===== config.mk =====
export PLATFORM = sky130hd
export DESIGN_NAME = fc_layer_stream_gen
export DESIGN_NICKNAME = d
export VERILOG_FILES = /design/src/rtl/fc_layer_stream_gen.sv
export SDC_FILE = /design/constraint.sdc
export NUM_CORES = 2
export LEC_CHECK = 0
export CORE_ASPECT_RATIO = 1.5
export CORE_MARGIN = 5
export CORE_UTILIZATION = 50
export CTS_BUF_LIST = sky130_fd_sc_hd__clkbuf_2
export CTS_CLUSTER_DIAMETER = 50
export DETAILED_ROUTE_END_ITERATION = 6
export GPL_TIMING_DRIVEN = 0
export PLACE_DENSITY = 0.72
export RECOVER_POWER = 100
export SLEW_MARGIN = 20
export SYNTH_ARGS = -nofsm -noshare
export SYNTH_HDL_FRONTEND = slang
export SYNTH_SLANG_ARGS = --single-unit

===== constraint.sdc =====
create_clock -name clk -period 8.3 [get_ports clk]
set_input_delay 1.66 -clock clk [delete_from_list [all_inputs] [get_ports clk]]
set_output_delay 1.66 -clock clk [all_outputs]
set_load 0.02 [all_outputs]

===== src/rtl/fc_layer_stream_gen.sv =====
// Purpose : fully-connected layer y[m] = act(sat(sum_n W[m][n]*x[n] >>> FRAC)), P MAC lanes, runtime-loadable weights.
// Latency : N input beats, then per group of P rows N+2 compute cycles followed by P output beats.
// Backpress: all three streams are valid/ready; gaps on w/input stall the counters, output_ready low freezes output_data.
//
// Ports:
//   clk, reset                        rising-edge clock, asynchronous active-low reset
//   w_valid/w_ready/w_data            weight stream, row-major (m*N+n), accepted only in LOAD_W
//   input_valid/input_ready/input_data x[0..N-1] stream, accepted only in LOAD_X once weights are loaded
//   output_valid/output_ready/output_data y[0..M-1] stream
module fc_layer_stream_gen #(
    parameter int M    = 8,
    parameter int N    = 8,
    parameter int T    = 16,
    parameter int P    = 2,
    parameter int FRAC = 0,
    parameter int RELU = 1
) (
    input  logic                clk,
    input  logic                reset,
    input  logic                w_valid,
    output logic                w_ready,
    input  logic signed [T-1:0] w_data,
    input  logic                input_valid,
    output logic                input_ready,
    input  logic signed [T-1:0] input_data,
    output logic                output_valid,
    input  logic                output_ready,
    output logic signed [T-1:0] output_data
);

    localparam int G     = M / P;
    localparam int DEPTH = G * N;
    localparam int AW    = (DEPTH > 1) ? $clog2(DEPTH) : 1;
    localparam int XW    = $clog2(N);
    localparam int CW    = $clog2(N + 2);
    localparam int LW    = (P > 1) ? $clog2(P) : 1;
    localparam int GW    = (G > 1) ? $clog2(G) : 1;
    localparam int ACCW  = 2 * T + $clog2(N);

    localparam logic signed [ACCW-1:0] SMAX = {{(ACCW-T+1){1'b0}}, {(T-1){1'b1}}};
    localparam logic signed [ACCW-1:0] SMIN = {{(ACCW-T+1){1'b1}}, {(T-1){1'b0}}};

    typedef enum logic [2:0] {
        S_IDLE,
        S_LOAD_W,
        S_LOAD_X,
        S_COMPUTE,
        S_OUTPUT
    } state_t;

    state_t                 r_state;
    logic                   r_wloaded;
    logic [XW-1:0]          r_wn;
    logic [LW-1:0]          r_wlane;
    logic [AW-1:0]          r_wbase;
    logic [XW-1:0]          r_xn;
    logic signed [T-1:0]    r_xbuf [N];
    logic [CW-1:0]          r_cc;
    logic [GW-1:0]          r_g;
    logic [AW-1:0]          r_gbase;
    logic signed [ACCW-1:0] r_acc  [P];
    logic signed [T-1:0]    r_res  [P];
    logic [LW-1:0]          r_olane;

    // Lane-banked weight store: no reset, contents are meaningless until a full load.
    logic signed [T-1:0]    r_wmem [P][DEPTH];
    logic signed [T-1:0]    r_wrd  [P];
    logic signed [T-1:0]    r_xrd;

    logic                   w_we;
    logic [AW-1:0]          w_waddr;
    logic [AW-1:0]          w_raddr;
    logic [XW-1:0]          w_xidx;
    logic                   w_wlast;
    logic signed [2*T-1:0]  w_prod [P];
    logic signed [ACCW-1:0] w_sh   [P];
    logic signed [T-1:0]    w_res  [P];

    assign w_ready      = (r_state == S_LOAD_W);
    assign input_ready  = (r_state == S_LOAD_X);
    assign output_valid = (r_state == S_OUTPUT);
    // Lane results are shifted down on each handshake, so slot 0 is always the word on the bus.
    assign output_data  = r_res[0];

    assign w_we    = (r_state == S_LOAD_W) && w_valid;
    assign w_waddr = r_wbase + AW'(r_wn);
    assign w_wlast = (r_wn == XW'(N-1)) && (r_wlane == LW'(P-1)) && (r_wbase == AW'(DEPTH-N));
    // Read address runs past N-1 during the drain cycles; those reads are never consumed.
    assign w_raddr = r_gbase + AW'(r_cc);
    assign w_xidx  = r_cc[XW-1:0];

    always_ff @(posedge clk) begin
        for (int p = 0; p < P; p++) begin
            if (w_we && (r_wlane == LW'(p))) begin
                r_wmem[p][w_waddr] <= w_data;
            end
            r_wrd[p] <= r_wmem[p][w_raddr];
        end
        r_xrd <= r_xbuf[w_xidx];
    end

    always_comb begin
        for (int p = 0; p < P; p++) begin
            w_prod[p] = r_wrd[p] * r_xrd;
            w_sh[p]   = r_acc[p] >>> FRAC;
            if (w_sh[p] > SMAX) begin
                w_res[p] = SMAX[T-1:0];
            end else if (w_sh[p] < SMIN) begin
                w_res[p] = SMIN[T-1:0];
            end else begin
                w_res[p] = w_sh[p][T-1:0];
            end
            if ((RELU != 0) && w_res[p][T-1]) begin
                w_res[p] = '0;
            end
        end
    end

    always_ff @(posedge clk or negedge reset) begin
        if (!reset) begin
            r_state   <= S_IDLE;
            r_wloaded <= 1'b0;
            r_wn      <= '0;
            r_wlane   <= '0;
            r_wbase   <= '0;
            r_xn      <= '0;
            r_cc      <= '0;
            r_g       <= '0;
            r_gbase   <= '0;
            r_olane   <= '0;
            for (int i = 0; i < N; i++) r_xbuf[i] <= '0;
            for (int p = 0; p < P; p++) begin
                r_acc[p] <= '0;
                r_res[p] <= '0;
            end
        end else begin
            case (r_state)
                S_IDLE: begin
                    if (w_valid) begin
                        r_state <= S_LOAD_W;
                        r_wn    <= '0;
                        r_wlane <= '0;
                        r_wbase <= '0;
                    end else if (r_wloaded && input_valid) begin
                        r_state <= S_LOAD_X;
                        r_xn    <= '0;
                    end
                end

                S_LOAD_W: begin
                    if (w_valid) begin
                        if (r_wn == XW'(N-1)) begin
                            r_wn <= '0;
                            if (r_wlane == LW'(P-1)) begin
                                r_wlane <= '0;
                                r_wbase <= r_wbase + AW'(N);
                            end else begin
                                r_wlane <= r_wlane + 1'b1;
                            end
                        end else begin
                            r_wn <= r_wn + 1'b1;
                        end
                        if (w_wlast) begin
                            r_wloaded <= 1'b1;
                            r_state   <= S_IDLE;
                        end
                    end
                end

                S_LOAD_X: begin
                    if (input_valid) begin
                        r_xbuf[r_xn] <= input_data;
                        if (r_xn == XW'(N-1)) begin
                            r_state <= S_COMPUTE;
                            r_cc    <= '0;
                            r_g     <= '0;
                            r_gbase <= '0;
                            for (int p = 0; p < P; p++) r_acc[p] <= '0;
                        end else begin
                            r_xn <= r_xn + 1'b1;
                        end
                    end
                end

                S_COMPUTE: begin
                    // cycle 0 issues read n=0; cycles 1..N accumulate; cycle N+1 latches results.
                    r_cc <= r_cc + 1'b1;
                    if ((r_cc >= CW'(1)) && (r_cc <= CW'(N))) begin
                        for (int p = 0; p < P; p++) begin
                            r_acc[p] <= r_acc[p] + {{(ACCW-2*T){w_prod[p][2*T-1]}}, w_prod[p]};
                        end
                    end
                    if (r_cc == CW'(N+1)) begin
                        for (int p = 0; p < P; p++) r_res[p] <= w_res[p];
                        r_olane <= '0;
                        r_state <= S_OUTPUT;
                    end
                end

                S_OUTPUT: begin
                    if (output_ready) begin
                        for (int p = 0; p < P - 1; p++) r_res[p] <= r_res[p+1];
                        r_res[P-1] <= '0;
                        if (r_olane == LW'(P-1)) begin
                            if (r_g == GW'(G-1)) begin
                                r_state <= S_IDLE;
                            end else begin
                                r_g     <= r_g + 1'b1;
                                r_gbase <= r_gbase + AW'(N);
                                r_cc    <= '0;
                                for (int p = 0; p < P; p++) r_acc[p] <= '0;
                                r_state <= S_COMPUTE;
                            end
                        end else begin
                            r_olane <= r_olane + 1'b1;
                        end
                    end
                end

                default: r_state <= S_IDLE;
            endcase
        end
    end

endmodule


==> metrics.log <==
INFO  metric status = finished, violations left
INFO  metric failing_checks = capacitance limit, slew limit
INFO  metric critPathKind = flip-flop to flip-flop
INFO  metric worst_setup_path_end_kind = flip-flop
INFO  metric yosysWarningCount = 0
INFO  metric drive_above_1_share = 0.223
INFO  metric floorplan.die.width = 324 um
INFO  metric yosys_most_used_dff = edfxtp_1
INFO  metric timing.hold.ws = 472 ps
INFO  metric grt_remaining_overflow = 0
INFO  metric detailedRoute.firstPassIterationCount = 7
INFO  metric grt_max_degree = 105
INFO  metric grt_pass1_vias = 47200
INFO  metric path_max_fanout = 10
INFO  metric floorplan.io_pins = 56
INFO  metric dieHeight = 480 um
INFO  metric finalCritPeriodShare = 0.981
INFO  metric placedCellCount = 7133
INFO  metric die-area = 155000 sq um
INFO  metric postRouteWirelength = 183000 um
INFO  metric ys_seq_elements = 1322
INFO  metric detail_route.drc_violations = 0
INFO  metric post_synthesis_cells = 5103
INFO  metric number_of_setup_violations_in_the_final_report = 0
INFO  metric drv.max_cap_violation_count = 30
INFO  metric synth.cell_area = 73800 sq um
INFO  metric detail_route.iter0.violations = 2898
INFO  metric wire_length_of_the_first_global_routing_pass = 279000 um
INFO  metric cp_data_arrival_time = 9600 ps
INFO  metric synthesis.area_per_instance = 14.5 sq um
INFO  metric post-route-min-period = 8140 ps
INFO  metric critical-path-max-stage-delay = 560 ps
INFO  metric cts_tree = yes
INFO  metric final_cells = 7758
INFO  metric clock_tree.htree_level_count = 5
INFO  metric timing.max_slew.rel_slack = -2.38
INFO  metric synth.yosys.seq_area_share = 0.515
INFO  metric finalHoldViolCount = 0
INFO  metric tightestPinTransition = 5060 ps
INFO  metric fillCellCount = 11700
INFO  metric ant_nets = 0
INFO  metric critPathRequiredTime = 9760 ps
INFO  metric groute.usage.overall = 0.240
INFO  metric finalClockSkew = 175 ps
INFO  metric dr_total_vias = 43500
INFO  metric place.port_buffers = 54
INFO  metric area_growth_syn_to_layout = 10.2%
INFO  metric cts.sink_count = 1322
INFO  metric synth.distinct_cells = 76
INFO  metric cts_buffers = 316
INFO  metric fmax = 0.123 GHz
INFO  metric avgRoutedWirePerCell = 23.6 um
INFO  metric mappedNetlistNets = 5917
INFO  metric final_count_of_pins_violating_max_slew = 868
INFO  metric synthArstFlopShare = 0.189
INFO  metric hpwlAfterDp = 140000 um
INFO  metric antenna_found_initial = 21
INFO  metric fp-row-count = 172
INFO  metric core = 147000 sq um
INFO  metric post_synth_edffs = 1024
INFO  metric layout.nets = 6416
INFO  metric timing.hold.worst.class = flip-flop to flip-flop
INFO  metric worstSkewPairLatency = 1700 ps
INFO  metric initial_utilization = 0.503
INFO  metric root_buffer = clkbuf_2
INFO  metric crit_path_top_delay_cell = fa_1
INFO  metric clock_transition_at_the_registers_of_the_reported_paths = 120 ps
INFO  metric cts_max_path_buffers = 4
INFO  metric rsz0062_at_grt = yes
INFO  metric fin_util = 0.555
INFO  metric startpoint_type_of_the_worst_setup_path = flip-flop
INFO  metric route.detailed.vias_per_inst = 5.61
INFO  metric place.gp.congestion = 1.01
## sequential cells by signal, indices dropped and copies added (netlist names), 4 cells and up
signal,cells
r_xrd,16
r_wmem,1024
r_res,15
r_xbuf,128
r_wrd,32
output_data,15
r_acc,70
r_cc,4
## stage by stage
stage               setup slack (ps)  instance area, sq um  setup TNS, ps
finish                           158                 81300              0
global route                    -119                 81300           -243
CTS                            -31.3                 81100          -31.3
detailed placement             -1310                 77700         -12470
global placement               -5170                 76700       -1279610
floorplan                        320                 73800              0
## routing by layer
metal,part of all wire,GRT usage,vias to the layer above
li1,-,-,19200
met1,0.33,0.254,22100
met2,0.53,0.437,1621
met3,0.065,0.0564,578
met4,0.072,0.137,10
met5,0.00032,0,-
## logic make-up (layout without fill, tap and decap cells)
logic type,count (synthesis),in the layout,share of synthesized area
AO/OA/AOI/OAI,496,496,0.0413
XOR/XNOR,128,128,0.0154
adder cells (fa/ha/maj),777,777,0.185
buffers and inverters,857,1575,0.0445
flip-flops,1322,1322,0.515
multiplexers,532,532,0.135
other,1,24,0.0000508
AND/OR/NAND/NOR,990,990,0.0639
## what timing repair did
action / CTS / global route
hold buffers: 1 / 0
endpoints found under the setup margin: 23 / 12
resized for setup: 218 / 200
cloned: 0 / 1
setup buffers: 17 / 50
endpoints found under the hold margin: 75 / 0
pin swaps: 12 / 66
## Yosys cell counts, drive strengths merged, types with 148 or more instances
master  number  share of area
nor2       178         0.0091
nand2      407          0.021
a21oi      157          0.011
inv        629          0.032
dfrtp      250          0.085
edfxtp    1024           0.42
clkbuf     182         0.0093
fa         526           0.14
mux2       178          0.027
mux4       352           0.11
ha         251          0.043
o21ai      148          0.010
and2       244          0.021
## critical path: cells and delay by family (launching register included)
| kind | cells | cell delay (ps) |
|---|---|---|
| AND/OR/NAND/NOR | 2 | 220 |
| XOR/XNOR | 2 | 510 |
| flip-flops | 1 | 480 |
| buffers and inverters | 6 | 560 |
| AO/OA/AOI/OAI | 16 | 2730 |
| adder cells (fa/ha/maj) | 8 | 3380 |
## cells in the final DEF (no fill, tap or decap), types with 25 or more instances in the layout
cell type,netlist,final
xnor2_1,81,78
nand3_1,27,25
xor2_1,46,43
edfxtp_1,1024,1024
nor2_1,178,172
clkinv_1,1,61
clkbuf_2,0,468
dfrtp_1,250,250
inv_1,628,619
ha_1,251,238
a21oi_1,156,142
nand2_1,407,406
mux2_2,178,149
buf_4,16,88
clkbuf_1,182,192
a21o_1,57,57
o21ai_0,148,138
nand2b_1,31,31
mux4_2,352,352
and2_1,242,238
dfxtp_4,0,30
fa_1,526,516
mux2_1,0,29
## layout make-up
class / count / area, sq um / area share
sequential: 1322 / 38100 / 0.469
multi-input combinational: 2924 / 33000 / 0.406
tap: 1914 / 2390 / 0.0295
inverter: 630 / 2370 / 0.0292
clock buffer: 453 / 2270 / 0.0279
buffer: 223 / 1360 / 0.0167
timing repair buffer: 185 / 1290 / 0.0159
clock inverter: 84 / 418 / 0.00514
antenna: 23 / 57.6 / 0.000708
## final timing paths
kind | start | to | slack [ps] | depth (start not counted)
worst max-delay path | r_wrd[0][4] | r_acc[69] | 160 | 34
worst min-delay path | r_res[4] | output_data[4] | 470 | 2
worst max register to register | r_wrd[0][4] | r_acc[69] | 160 | 34
worst min register to register | r_res[4] | output_data[4] | 470 | 2
max in group asynchronous | reset | r_xbuf[67] | 1490 | 4
min in group asynchronous | reset | r_acc[27] | 2360 | 2
Power is left out: the tool's default activity adds up to more than one toggle a clock period on the data nets, which glitch-free logic cannot reach.
